File: src/rtl/draw_scheduler_pkg.sv
// rtl/draw_scheduler_pkg.sv - shared state encodings and screen constants for the draw scheduler
`ifndef DRAW_TRANSPARENT_COLOUR
`define DRAW_TRANSPARENT_COLOUR 3'b000
`endif

package draw_scheduler_pkg;

  typedef enum logic [1:0] {
    DS_IDLE = 2'd0,
    DS_BG   = 2'd1,
    DS_GAP  = 2'd2,
    DS_FG   = 2'd3
  } ds_state_e;

  localparam logic [2:0] DRAW_TRANSPARENT_COLOUR = `DRAW_TRANSPARENT_COLOUR;
  localparam int SCREEN_W = 640;
  localparam int SCREEN_H = 480;

endpackage

File: src/rtl/draw_scheduler_phase_timer.sv
// rtl/draw_scheduler_phase_timer.sv - loadable up-counter with terminal-count flag for gap and timeout
module draw_scheduler_phase_timer #(
  parameter int W = 19
) (
  input  logic         clock,
  input  logic         resetn,
  input  logic         clear,
  input  logic         en,
  input  logic [W-1:0] term,
  output logic [W-1:0] count,
  output logic         tc
);

  always_ff @(posedge clock or negedge resetn) begin
    if (!resetn) begin
      count <= '0;
    end else if (clear) begin
      count <= '0;
    end else if (en) begin
      count <= count + 1'b1;
    end
  end

  assign tc = (count == term);

endmodule

File: src/rtl/draw_scheduler.sv
// rtl/draw_scheduler.sv - per-frame BG/FG drawer sequencer and pixel-mux control
// Optional feature macro: TRANSPARENT_EN (foreground colour-keyed plot gate).
module draw_scheduler
  import draw_scheduler_pkg::*;
#(
  parameter int GAP_CYCLES = 2,
  parameter int TIMEOUT    = 400000,
  parameter int OVR_W      = 8
) (
  input  logic             clock,
  input  logic             resetn,
  input  logic             frame_tick,
  input  logic             bg_done,
  input  logic             fg_done,
  input  logic [2:0]       fg_colour,
  output logic             bg_start,
  output logic             fg_start,
  output logic             background_sel,
  output logic             foreground_sel,
  output logic             plot_gate,
  output logic             busy,
  output logic             timeout_err,
  output logic [OVR_W-1:0] overrun_cnt
);

  localparam int CW = $clog2(TIMEOUT + 1);

  ds_state_e      state_q, state_d;
  logic           pending_q;
  logic [CW-1:0]  phase_cnt, term;
  logic           tc, done_in, done_ok, phase_end, in_run;

  // One counter serves both the gap length and the per-phase watchdog.
  assign term = (state_q == DS_GAP) ? CW'(GAP_CYCLES - 1) : CW'(TIMEOUT - 1);

  draw_scheduler_phase_timer #(.W(CW)) u_timer (
    .clock  (clock),
    .resetn (resetn),
    .clear  (state_d != state_q),
    .en     (state_q != DS_IDLE),
    .term   (term),
    .count  (phase_cnt),
    .tc     (tc)
  );

  assign in_run    = (state_q == DS_BG) || (state_q == DS_FG);
  assign done_in   = (state_q == DS_BG) ? bg_done : fg_done;
  // Done on the start-pulse cycle may be stale from the previous pass.
  assign done_ok   = done_in && (phase_cnt != '0);
  assign phase_end = done_ok || tc;
  assign busy      = (state_q != DS_IDLE);

  always_comb begin
    state_d = state_q;
    case (state_q)
      DS_IDLE: if (frame_tick || pending_q) state_d = DS_BG;
      DS_BG:   if (phase_end) state_d = DS_GAP;
      DS_GAP:  if (tc) state_d = DS_FG;
      DS_FG:   if (phase_end) state_d = DS_IDLE;
      default: state_d = DS_IDLE;
    endcase
  end

  always_ff @(posedge clock or negedge resetn) begin
    if (!resetn) begin
      state_q        <= DS_IDLE;
      background_sel <= 1'b0;
      foreground_sel <= 1'b0;
      bg_start       <= 1'b0;
      fg_start       <= 1'b0;
      pending_q      <= 1'b0;
      overrun_cnt    <= '0;
      timeout_err    <= 1'b0;
    end else begin
      state_q        <= state_d;
      background_sel <= (state_d == DS_BG);
      foreground_sel <= (state_d == DS_FG);
      bg_start       <= (state_q == DS_IDLE) && (state_d == DS_BG);
      fg_start       <= (state_q == DS_GAP) && (state_d == DS_FG);
      if (state_q != DS_IDLE) begin
        if (frame_tick) begin
          pending_q <= 1'b1;
          if (overrun_cnt != '1) overrun_cnt <= overrun_cnt + 1'b1;
        end
      end else begin
        pending_q <= 1'b0;
      end
      if (in_run && tc && !done_ok) timeout_err <= 1'b1;
    end
  end

`ifdef TRANSPARENT_EN
  assign plot_gate = background_sel |
                     (foreground_sel & (fg_colour != DRAW_TRANSPARENT_COLOUR));
`else
  logic unused_colour;
  assign unused_colour = ^fg_colour;
  assign plot_gate     = background_sel | foreground_sel;
`endif

endmodule

File: config.mk
export PLATFORM = sky130hd
export DESIGN_NAME = draw_scheduler
export DESIGN_NICKNAME = d
export VERILOG_FILES = /design/src/rtl/draw_scheduler_pkg.sv /design/src/rtl/draw_scheduler_phase_timer.sv /design/src/rtl/draw_scheduler.sv
export SDC_FILE = /design/constraint.sdc
export NUM_CORES = 1
export LEC_CHECK = 0
export BUFFER_PORTS_ARGS = -buffer_cell sky130_fd_sc_hd__buf_2
export CAP_MARGIN = 20
export CORE_AREA = 10 10 79 81
export DETAILED_ROUTE_END_ITERATION = 12
export DIE_AREA = 0 0 89 91
export GPL_TIMING_DRIVEN = 0
export REMOVE_ABC_BUFFERS = 1
export SYNTH_ARGS = -nofsm -noshare
export SYNTH_HDL_FRONTEND = slang
export SYNTH_SLANG_ARGS = --single-unit
File: constraint.sdc
create_clock -name clock -period 4.5 [get_ports clock]
set_input_delay 0 -clock clock [delete_from_list [all_inputs] [get_ports clock]]
set_output_delay 0 -clock clock [all_outputs]
set_load 0.02 [all_outputs]
# Word level (Yosys, flattened, before mapping)
# Cells that the tools add are included.
dict set report word_totals {
  out_inout_bits 15
  regBits 35
  elab_cells 46
  input_bits 8
}
dict set report op_classes {
  bitwise_logic 1
  eq_ne 9
  mux 11
  addsub 2
  reduce_logical 14
}
# op count
set op_table {}
lappend op_table {{2-to-1 mux 19 bit} 3}
lappend op_table {{adder 19 x 1 -> 19 bit (second input constant)} 1}
lappend op_table {{== test 19 bit} 1}
lappend op_table {{nonzero test 19 bit} 1}
lappend op_table {{adder 8 x 1 -> 8 bit (second input constant)} 1}
lappend op_table {{2-to-1 mux 2 bit} 4}
lappend op_table {{!= test 8 bit (second input constant)} 1}
lappend op_table {{one-hot mux 2 bit (4 select lines)} 1}
lappend op_table {{== test 2 bit (second input constant)} 3}
lappend op_table {{logical AND 1 bit} 5}
lappend op_table {{== test 2 x 1 -> 1 bit (second input constant)} 2}
lappend op_table {{nonzero test 2 bit} 2}
lappend op_table {{logical OR 1 bit} 3}
lappend op_table {{2-to-1 mux 1 bit} 3}
lappend op_table {{AND reduction 3 bit} 1}
lappend op_table {{logical NOT 2 bit} 1}
lappend op_table {{!= test 2 bit} 1}
lappend op_table {{!= test 2 bit (second input constant)} 1}
lappend op_table {{logical NOT 1 bit} 1}
lappend op_table {{bitwise OR 1 bit} 1}

# Logic depth before layout (Yosys ltp)
# Gate-level depths: netlist of the first run.
dict set report depth {
  ltp_word 8
  ltp_mapped 7
  depth_no_buf 6
}

# Hierarchy
# A second synthesis of the first run with hierarchy kept.
dict set report unflattened {
  cells_unflattened 198
  hier_area_um2 1936.9
}
# mod n_inst cells_each area_each_um2 seq_area_each_um2
set by_module_without_submodules {}
lappend by_module_without_submodules {draw_scheduler_phase_timer 1 124 1158.6 475.5}
lappend by_module_without_submodules {draw_scheduler 1 74 778.2 400.4}

# Worst setup path after synthesis of the first run
# Ideal clock, no wire load.
dict set report synth_timing {
  kind {register to register}
  start {reg u_timer.count[6]}
  end {reg u_timer.count[11]}
  setup_slack_ps 2824
  t_required_ps 4381
  arrival_time_ps 1557
  stages_incl_launch_ff 7
  setup_time_ps 119
  period_less_slack_ps 1676
  n_path_buf 1
  cell_sequence {dfrtp_1 > nor4_1 > and4_1 > a32oi_2 > a21oi_2 > buf_6 > nor2_1}
}
dict set report synth_between {
  elab_chain_cells 7
  word_cells_on_any_way 13
  cone_classes {1 x add/sub; 2 x eq/ne; 6 x mux; 4 x reduce/logical}
}
# element line
set synth_rtl {}
lappend synth_rtl {{start: declaration} draw_scheduler_phase_timer.sv:10} ;# output logic [W-1:0] count,
lappend synth_rtl {{start signal: assignment} draw_scheduler_phase_timer.sv:20} ;# count <= count + 1'b1;
lappend synth_rtl {{branches (longest 7 deep; another with adder 19 x 1 -> 19 bit)} --}
# Several ways; the timed one is not identified. The select of a mux whose other input is x is not followed.
# A chain may end at the register's enable or synchronous reset.

# Final worst setup path of the first run
dict set report layout_timing {
  start {reg u_timer.count[3]}
  end {reg u_timer.count[13]}
}
# Same word-level chain as after synthesis.

==> results of run 1 <==
==> per-layer routing <==
metal | wire length, um | global-route usage [%] | vias up
li1 | - | - | 708
met1 | 1750 | 12.3 | 706
met2 | 1770 | 15.5 | 20
met3 | 155 | 3.04 | 6
met4 | 57 | 3.58 | 0
met5 | 0 | 0 | -
==> through the flow <==
| stage | utilization [%] | setup WS [ns] |
|---|---|---|
| final | 44.8 | 2.29 |
| after global routing | 44.8 | 2.06 |
| after CTS | 44.8 | 2.28 |
| after detailed placement | 42.2 | 2.30 |
| after global placement | 42.2 | 2.30 |
| after floorplan | - | 2.75 |
==> how the worst max path moves through the flow <==
stage / end / slack (ns) / start
after floorplan: u_timer.count[10] / 2.75 / u_timer.count[6]
after global placement: u_timer.count[12] / 2.30 / u_timer.count[3]
after detailed placement: u_timer.count[13] / 2.30 / u_timer.count[3]
after CTS: u_timer.count[13] / 2.28 / u_timer.count[3]
after global routing: u_timer.count[8] / 2.06 / u_timer.count[3]
final: u_timer.count[13] / 2.29 / u_timer.count[3]
==> area by class of cell <==
type	instances	area [um^2]	share of cell area, %
Multi-Input combinational cell	140	897	43.0
Sequential cell	35	876	42.0
Timing Repair Buffer	21	115	5.52
Clock buffer	8	100	4.80
Tap cell	54	67.6	3.24
Inverter	8	30.0	1.44
==> power by group through the flow <==
stage / sequential, mW / clock (mW) / combinational [mW]
after floorplan: 0.528 / 0 / 0.281
after global placement: 0.489 / 0 / 0.474
after detailed placement: 0.489 / 0 / 0.474
after CTS: 0.483 / 0.260 / 0.477
after global routing: 0.497 / 0.273 / 0.526
final: 0.485 / 0.249 / 0.470
==> sequential cells by signal (all words and copies together), names as in the netlist <==
| name | cells |
|---|---|
| background_sel | 1 |
| bg_start | 1 |
| fg_start | 1 |
| foreground_sel | 1 |
| overrun_cnt | 8 |
| pending_q | 1 |
| state_q | 2 |
| timeout_err | 1 |
| u_timer.count | 19 |
==> worst reg2reg max path: stages, from the launching register on <==
cell and delay [ns]:
sky130_fd_sc_hd__dfrtp_1 0.45, sky130_fd_sc_hd__nor4_1 0.41, sky130_fd_sc_hd__and4_1 0.31, sky130_fd_sc_hd__a32oi_2 0.17
sky130_fd_sc_hd__a21oi_2 0.61, sky130_fd_sc_hd__nor2_1 0.12
==> logic make-up (layout without fill, tap and decap cells) <==
family                   count (synthesis)  in the layout  synth area share, %
multiplexers                             2              2                 1.23
XOR/XNOR                                21             21                 10.0
AO/OA/AOI/OAI                           27             27                 11.0
AND/OR/NAND/NOR                         87             87                 24.6
buffers and inverters                   12             37                 3.41
flip-flops                              35             35                 47.7
adder cells (fa/ha/maj)                  3              3                 2.05
==> layout by cell type, fill, tap and decap left out, types with 2 or more instances in the layout <==
cell	Yosys	routed
sky130_fd_sc_hd__xor2_1	12	12
sky130_fd_sc_hd__dfrtp_1	35	35
sky130_fd_sc_hd__nor4_2	3	3
sky130_fd_sc_hd__mux2_2	2	2
sky130_fd_sc_hd__xnor2_1	9	9
sky130_fd_sc_hd__nand3_1	10	10
sky130_fd_sc_hd__and3_1	4	4
sky130_fd_sc_hd__and4_1	2	2
sky130_fd_sc_hd__ha_1	3	3
sky130_fd_sc_hd__o21ai_0	6	6
sky130_fd_sc_hd__clkbuf_8	0	7
sky130_fd_sc_hd__buf_2	1	19
sky130_fd_sc_hd__nor2b_1	2	2
sky130_fd_sc_hd__nand4_1	10	10
sky130_fd_sc_hd__and2_1	2	2
sky130_fd_sc_hd__dlygate4sd3_1	0	2
sky130_fd_sc_hd__a21oi_1	5	5
sky130_fd_sc_hd__nor3_1	8	8
sky130_fd_sc_hd__inv_1	8	8
sky130_fd_sc_hd__a31oi_1	2	2
sky130_fd_sc_hd__nor2_1	23	23
sky130_fd_sc_hd__nand2_1	18	18
sky130_fd_sc_hd__nor3_2	2	2
sky130_fd_sc_hd__a32o_1	2	2
==> flow_summary_export.csv, run 1 <==
group,metric,value,unit
outcome,status,"finished clean",
sta,whs,0.0994,ns
floorplan,die-width,89,um
placed_design,dp.cells,256,
layout,num-nets-final,222,
setup_path,critical_path.top_delay_family,"simple AND/OR/NAND/NOR gates",
flow_run,drv.max_cap_violation_count,0,
layout,synthToLayoutAreaGrowth,13.6,%
sta,tightest_slew,0.787,ns
floorplan,placement_rows,25,
global_route,grt-ovfl-total,0,
pwr,power.switching,502,uW
floorplan,initial_core_util,39.4,%
sta,fin_skew,0.00627,ns
global_route,globalRouteTotalUtil,9.84,%
sta,final-hold-violation-count,0,
logic_synthesis,top_cells_by_area_in_the_synthesized_netlist,"sky130_fd_sc_hd__dfrtp_1 48%, sky130_fd_sc_hd__xor2_1 5.7%, sky130_fd_sc_hd__nor2_1 4.7%",
floorplan,top_level_ports,23,
setup_path,timing.critical_path.fanout_max,14,
placed_design,numPortBuffers,19,
logic_synthesis,synth_seq_cells,35,
pwr,p_leak,0.921,nW
setup_path,timing_worst_setup_path_type,"reg2reg",
pwr,switching_share,41.7,%
global_route,first_pass_grt_wire_length,6470,um
routing,detail_route.drc_violations,0,
clock_tree,h-tree-depth,2,
min_path,hold_depth,4,
global_route,largest_net_degree_at_the_start_of_global_routing,36,
layout,drive_above_1_share,18.4,%
layout,fillerInstances,453,
logic_synthesis,synthTopCellsByCount,"35 x sky130_fd_sc_hd__dfrtp_1, 23 x sky130_fd_sc_hd__nor2_1, 18 x sky130_fd_sc_hd__nand2_1",
routing,detail_route.wirelength,3730,um
sta,report.final.setup_viol,0,
clock_tree,max-clock-path-buffers,2,
setup_path,end_kind,"flip-flop",
setup_path,crit_arrival,2.35,ns
pwr,ir_drop,0.287,mV
routing,avgViaCountPerCell,5.41,
min_path,hp-start,"fg_done",
logic_synthesis,sequential_cell_area_fraction_in_the_yosys_report,47.7,%
logic_synthesis,synth_enable_flop_cells,0,
clock_tree,post-cts-setup-buffer-count,0,
pwr,p_int,701,uW
setup_path,cpMaxStageDelayCell,"sky130_fd_sc_hd__a21oi_2",
setup_path,regToRegSetupSlack,2.29,ns
pwr,ratio_of_total_power_to_cell_area,577,mW/mm^2
routing,drt_first_pass_iters,4,
floorplan,core_area,0.00466,mm^2
sta,timing.final.crit_period,2.21,ns
setup_path,max_stage_delay,0.60,ns
logic_synthesis,synthesis.instances,187,
setup_path,critPathLaunchType,"flip-flop",
setup_path,worstReg2RegEnd,"u_timer.count[13]",
placed_design,post_dp_cell_area,0.00197,mm^2
clock_tree,cts-hold-fix-buffers,2,
setup_path,worst-path-buf-inv,0,
clock_tree,cts-buffers-inserted,5,
global_route,grt_antenna_before_repair,0,
logic_synthesis,cell_with_the_most_instances_after_synthesis,"sky130_fd_sc_hd__dfrtp_1",
logic_synthesis,main_flop_type_after_synthesis,"sky130_fd_sc_hd__dfrtp_1",
logic_synthesis,syn_avg_cell_area,9.82,um^2
sta,fin_setup_tns,0,ns
setup_path,crit_path_cell_chain,"nor4_1, and4_1, a32oi_2, a21oi_2, nor2_1",
routing,remaining_number_of_nets_flagged_by_the_antenna_check_after_routing,0,
floorplan,die-height,91,um
routing,avgRoutedWirePerCell,14.0,um
pwr,power.sequential.fraction,40.3,%
layout,postLayoutCellArea,0.00209,mm^2
clock_tree,root_buffer,"sky130_fd_sc_hd__clkbuf_8",
sta,max_freq,453,MHz
sta,crit_share_post_route,49.0,%
logic_synthesis,post-synth-top-area-fraction,47.7,%
floorplan,die-area,0.00810,mm^2
setup_path,worst_ep_required_time,4.64,ns
clock_tree,tritoncts,"yes",
clock_tree,worst_skew_pair.late_latency,0.29,ns
min_path,hold_class,"in2reg",
setup_path,r2r-start,"u_timer.count[3]",
sta,slew_headroom,47.5,%
layout,final-instance-count-excl-fill,266,
placed_design,post-dp-hpwl,2600,um
clock_tree,cts_resized,0,
setup_path,r2r_cell_count,5,
clock_tree,clk_transition_reported_paths,0.07,ns
layout,num_antenna_cells,0,
sta,finalMaxSlewViolations,0,
min_path,timing.hold.worst_endpoint,"state_q[1]",
logic_synthesis,synth-warning-count,0,
clock_tree,cts.sinks,35,
logic_synthesis,netlist-cell-type-count,39,
logic_synthesis,synth_top_area_cell,"sky130_fd_sc_hd__dfrtp_1",
pwr,total_power,1.20,mW
pwr,combinationalPowerShare,39.1,%
logic_synthesis,syn-cell-area,0.00184,mm^2
logic_synthesis,postSynth.asyncResetShare,100,%
routing,drt_first_iter_violations,74,
setup_path,cp_num_cells,5,
routing,via_count,1440,
sta,unrepaired_setup_endpoints_after_global_routing,"no",
global_route,via_count_of_the_first_global_routing_pass,1408,
placed_design,place.gp.congestion,0.786,
pwr,clock_power_share,20.7,%
Power figures use the tool's default switching activity.
==> run 2, diff against run 1 <==
--- a/config.mk
+++ b/config.mk
@@ -5,11 +5,12 @@
 export SDC_FILE = /design/constraint.sdc
 export NUM_CORES = 1
 export LEC_CHECK = 0
+export ABC_AREA = 1
 export BUFFER_PORTS_ARGS = -buffer_cell sky130_fd_sc_hd__buf_2
 export CAP_MARGIN = 20
-export CORE_AREA = 10 10 79 81
+export CORE_AREA = 10 10 84 86
 export DETAILED_ROUTE_END_ITERATION = 12
-export DIE_AREA = 0 0 89 91
+export DIE_AREA = 0 0 94 96
 export GPL_TIMING_DRIVEN = 0
 export REMOVE_ABC_BUFFERS = 1
 export SYNTH_ARGS = -nofsm -noshare
==> constraint.sdc (replaced) <==
create_clock -name clock -period 2 [get_ports clock]
set_input_delay 0 -clock clock [delete_from_list [all_inputs] [get_ports clock]]
set_output_delay 0 -clock clock [all_outputs]
set_load 0.02 [all_outputs]
==> flow_summary_export.csv, run 2 <==
group,metric,value,unit
logic_synthesis,postSynth.asyncResetShare,100,%
floorplan,die-area,0.00902,mm^2
outcome,status,"finished clean",
floorplan,placement_rows,27,
layout,most_common_cell_after_layout_fill_and_taps_aside,"sky130_fd_sc_hd__nand2_1",
sta,final-hold-violation-count,0,
routing,remaining_number_of_nets_flagged_by_the_antenna_check_after_routing,0,
logic_synthesis,synth_xor_area_share,9.65,%
sta,finalMaxSlewViolations,0,
sta,report.final.setup_viol,0,
logic_synthesis,top_cells_by_area_in_the_synthesized_netlist,"sky130_fd_sc_hd__dfrtp_1 42%, sky130_fd_sc_hd__nand2_1 12%, sky130_fd_sc_hd__nor2_1 12%",
min_path,hold_class,"in2reg",
setup_path,timing_worst_setup_path_type,"reg2reg",
sta,whs,0.215,ns
setup_path,r2r_cell_count,10,
layout,fillerInstances,571,
sta,crit_share_post_route,89.3,%
flow_run,drv.max_cap_violation_count,0,
clock_tree,worst_skew_pair.late_latency,0.29,ns
routing,drt_first_iter_violations,108,
setup_path,timing.critical_path.fanout_max,18,
global_route,largest_net_degree_at_the_start_of_global_routing,36,
floorplan,initial_core_util,38.6,%
clock_tree,cts.sinks,35,
placed_design,numPortBuffers,19,
logic_synthesis,sequential_cell_area_fraction_in_the_yosys_report,42.0,%
floorplan,core_area,0.00541,mm^2
routing,detail_route.drc_violations,0,
floorplan,top_level_ports,23,
pwr,power.switching,493,uW
layout,biggestRegsByFlops,"u_timer.count x19, overrun_cnt x8, state_q x2",
logic_synthesis,synthAdderAreaFrac,1.80,%
clock_tree,post-cts-setup-buffer-count,0,
pwr,p_int,1.14,mW
pwr,clock_power_share,31.7,%
setup_path,r2r-start,"state_q[0]",
layout,num-nets-final,326,
logic_synthesis,syn-cell-area,0.00209,mm^2
layout,final_cell_mix,"69 x sky130_fd_sc_hd__nand2_1, 67 x sky130_fd_sc_hd__nor2_1, 33 x sky130_fd_sc_hd__dfrtp_1, 30 x sky130_fd_sc_hd__inv_1",
logic_synthesis,synth_top_family_by_area,"simple AND/OR/NAND/NOR gates",
setup_path,worst_ep_required_time,2.17,ns
layout,drive_above_1_share,13.0,%
routing,avgViaCountPerCell,4.76,
logic_synthesis,synth_seq_cells,35,
clock_tree,tritoncts,"yes",
sta,max_freq,560,MHz
logic_synthesis,main_flop_type_after_synthesis,"sky130_fd_sc_hd__dfrtp_1",
setup_path,critPathLaunchType,"flip-flop",
pwr,power.sequential.fraction,50.9,%
min_path,timing.hold.worst_endpoint,"timeout_err",
logic_synthesis,syn_avg_cell_area,7.22,um^2
placed_design,place.gp.congestion,0.910,
clock_tree,max-clock-path-buffers,2,
logic_synthesis,simple_logic_cell_fraction_of_the_synthesized_area,36.9,%
sta,tightest_slew,0.768,ns
logic_synthesis,post-synth-top-area-fraction,42.0,%
clock_tree,cts-buffers-inserted,5,
logic_synthesis,synthesis.instances,289,
layout,synthToLayoutAreaGrowth,15.2,%
clock_tree,clk_transition_reported_paths,0.07,ns
global_route,grt-ovfl-total,0,
routing,via_count,1841,
logic_synthesis,synth_compound_gate_area_share,2.58,%
pwr,ir_drop,0.335,mV
logic_synthesis,cell_with_the_most_instances_after_synthesis,"sky130_fd_sc_hd__nand2_1",
pwr,total_power,1.63,mW
min_path,hold_depth,5,
routing,drt_first_pass_iters,4,
routing,avgRoutedWirePerCell,12.0,um
sta,fin_skew,0.00663,ns
min_path,hp-start,"fg_done",
layout,layout.core_utilization,44.5,%
global_route,grt_antenna_before_repair,0,
setup_path,regToRegSetupSlack,0.21,ns
pwr,p_leak,1.23,nW
clock_tree,h-tree-depth,2,
sta,timing.final.crit_period,1.79,ns
setup_path,end_kind,"flip-flop",
sta,slew_headroom,48.8,%
pwr,ratio_of_total_power_to_cell_area,679,mW/mm^2
global_route,via_count_of_the_first_global_routing_pass,1754,
layout,max_reg_flops,19,
placed_design,post-dp-hpwl,3440,um
pwr,switching_share,30.2,%
logic_synthesis,synthTopCellsByCount,"69 x sky130_fd_sc_hd__nand2_1, 67 x sky130_fd_sc_hd__nor2_1, 35 x sky130_fd_sc_hd__dfrtp_1",
setup_path,worstReg2RegEnd,"u_timer.count[13]",
clock_tree,root_buffer,"sky130_fd_sc_hd__clkbuf_8",
layout,postLayoutCellArea,0.00240,mm^2
layout,num_antenna_cells,0,
global_route,globalRouteTotalUtil,10.9,%
logic_synthesis,synth-warning-count,0,
floorplan,die-width,94,um
logic_synthesis,synth_enable_flop_cells,0,
floorplan,die-height,96,um
routing,detail_route.wirelength,4640,um
logic_synthesis,netlist-cell-type-count,25,
layout,max_flop_register,"u_timer.count",
logic_synthesis,synth.area.mux_share,0,%
logic_synthesis,synth_top_area_cell,"sky130_fd_sc_hd__dfrtp_1",
setup_path,crit_arrival,1.96,ns
global_route,first_pass_grt_wire_length,7900,um
pwr,combinationalPowerShare,17.5,%
placed_design,post_dp_cell_area,0.00226,mm^2
==> run 2: how the worst max path moves through the flow <==
stage,slack (ns),to,cells after the start,startpoint
final,0.21,u_timer.count[13],10,state_q[0]
after global routing,-0.005,u_timer.count[14],12,u_timer.count[1]
after CTS,0.01,overrun_cnt[6],6,state_q[1]
after detailed placement,0.03,overrun_cnt[6],6,state_q[1]
after global placement,-0.04,overrun_cnt[6],6,state_q[1]
after floorplan,0.40,overrun_cnt[6],8,overrun_cnt[0]
==> run 2: logic make-up after synthesis <==
logic type | count (synthesis)
simple gates | 182
buf+inv | 37
flops | 35
xor+xnor | 23
compound gates | 9
fa+ha+maj | 3
==> run 2: final cells by class <==
type	instances	area [um^2]	share of cell area [%]
repair buffers	21	115	4.79
flip-flops and latches	35	878	36.5
clock buffers	6	82.6	3.44
well taps	72	90.1	3.75
inverters	35	144	5.99
clock inverters	1	5.00	0.208
multi-input cells	217	1090	45.3
==> run 2: power by group through the flow <==
stage	Clock, mW	Combinational, mW	Sequential [mW]
floorplan	0	0.117	0.909
global placement	0	0.285	0.843
detailed placement	0	0.289	0.846
CTS	0.540	0.293	0.832
global route	0.567	0.321	0.840
finish	0.517	0.285	0.831
==> run 2: metrics by stage <==
step | setup TNS, ns | std cells | setup slack [ns]
after floorplan | 0 | 287 | 0.396
after global placement | -0.0435 | 378 | -0.0356
after detailed placement | 0 | 378 | 0.0305
after CTS | 0 | 387 | 0.0132
after global routing | -0.00487 | 387 | -0.00487
final | 0 | 387 | 0.213
==> run 2: repair_timing <==
item	4_1_cts	5_1_grt
endpoints found under the setup margin	0	27
resized for setup	0	11
hold buffers	2	0
hold endpoints to repair	37	0
==> run 2: routing by layer <==
metal / share of wire, % / GRT usage, %
met1: 47 / 13.3
met2: 46 / 17.8
met3: 5.7 / 3.50
met4: 1.4 / 3.54
met5: 0 / 0
==> run 2: critical path, cell delays in order (launching register included) <==
cell	delay (ns)
sky130_fd_sc_hd__dfrtp_1	0.45
sky130_fd_sc_hd__inv_2	0.17
sky130_fd_sc_hd__nand2_8	0.14
sky130_fd_sc_hd__nor2_1	0.11
sky130_fd_sc_hd__nand3_1	0.07
sky130_fd_sc_hd__nand2_1	0.09
sky130_fd_sc_hd__nand2_1	0.08
sky130_fd_sc_hd__o21ai_2	0.19
sky130_fd_sc_hd__nand3_4	0.16
sky130_fd_sc_hd__inv_6	0.15
sky130_fd_sc_hd__nor2_1	0.06
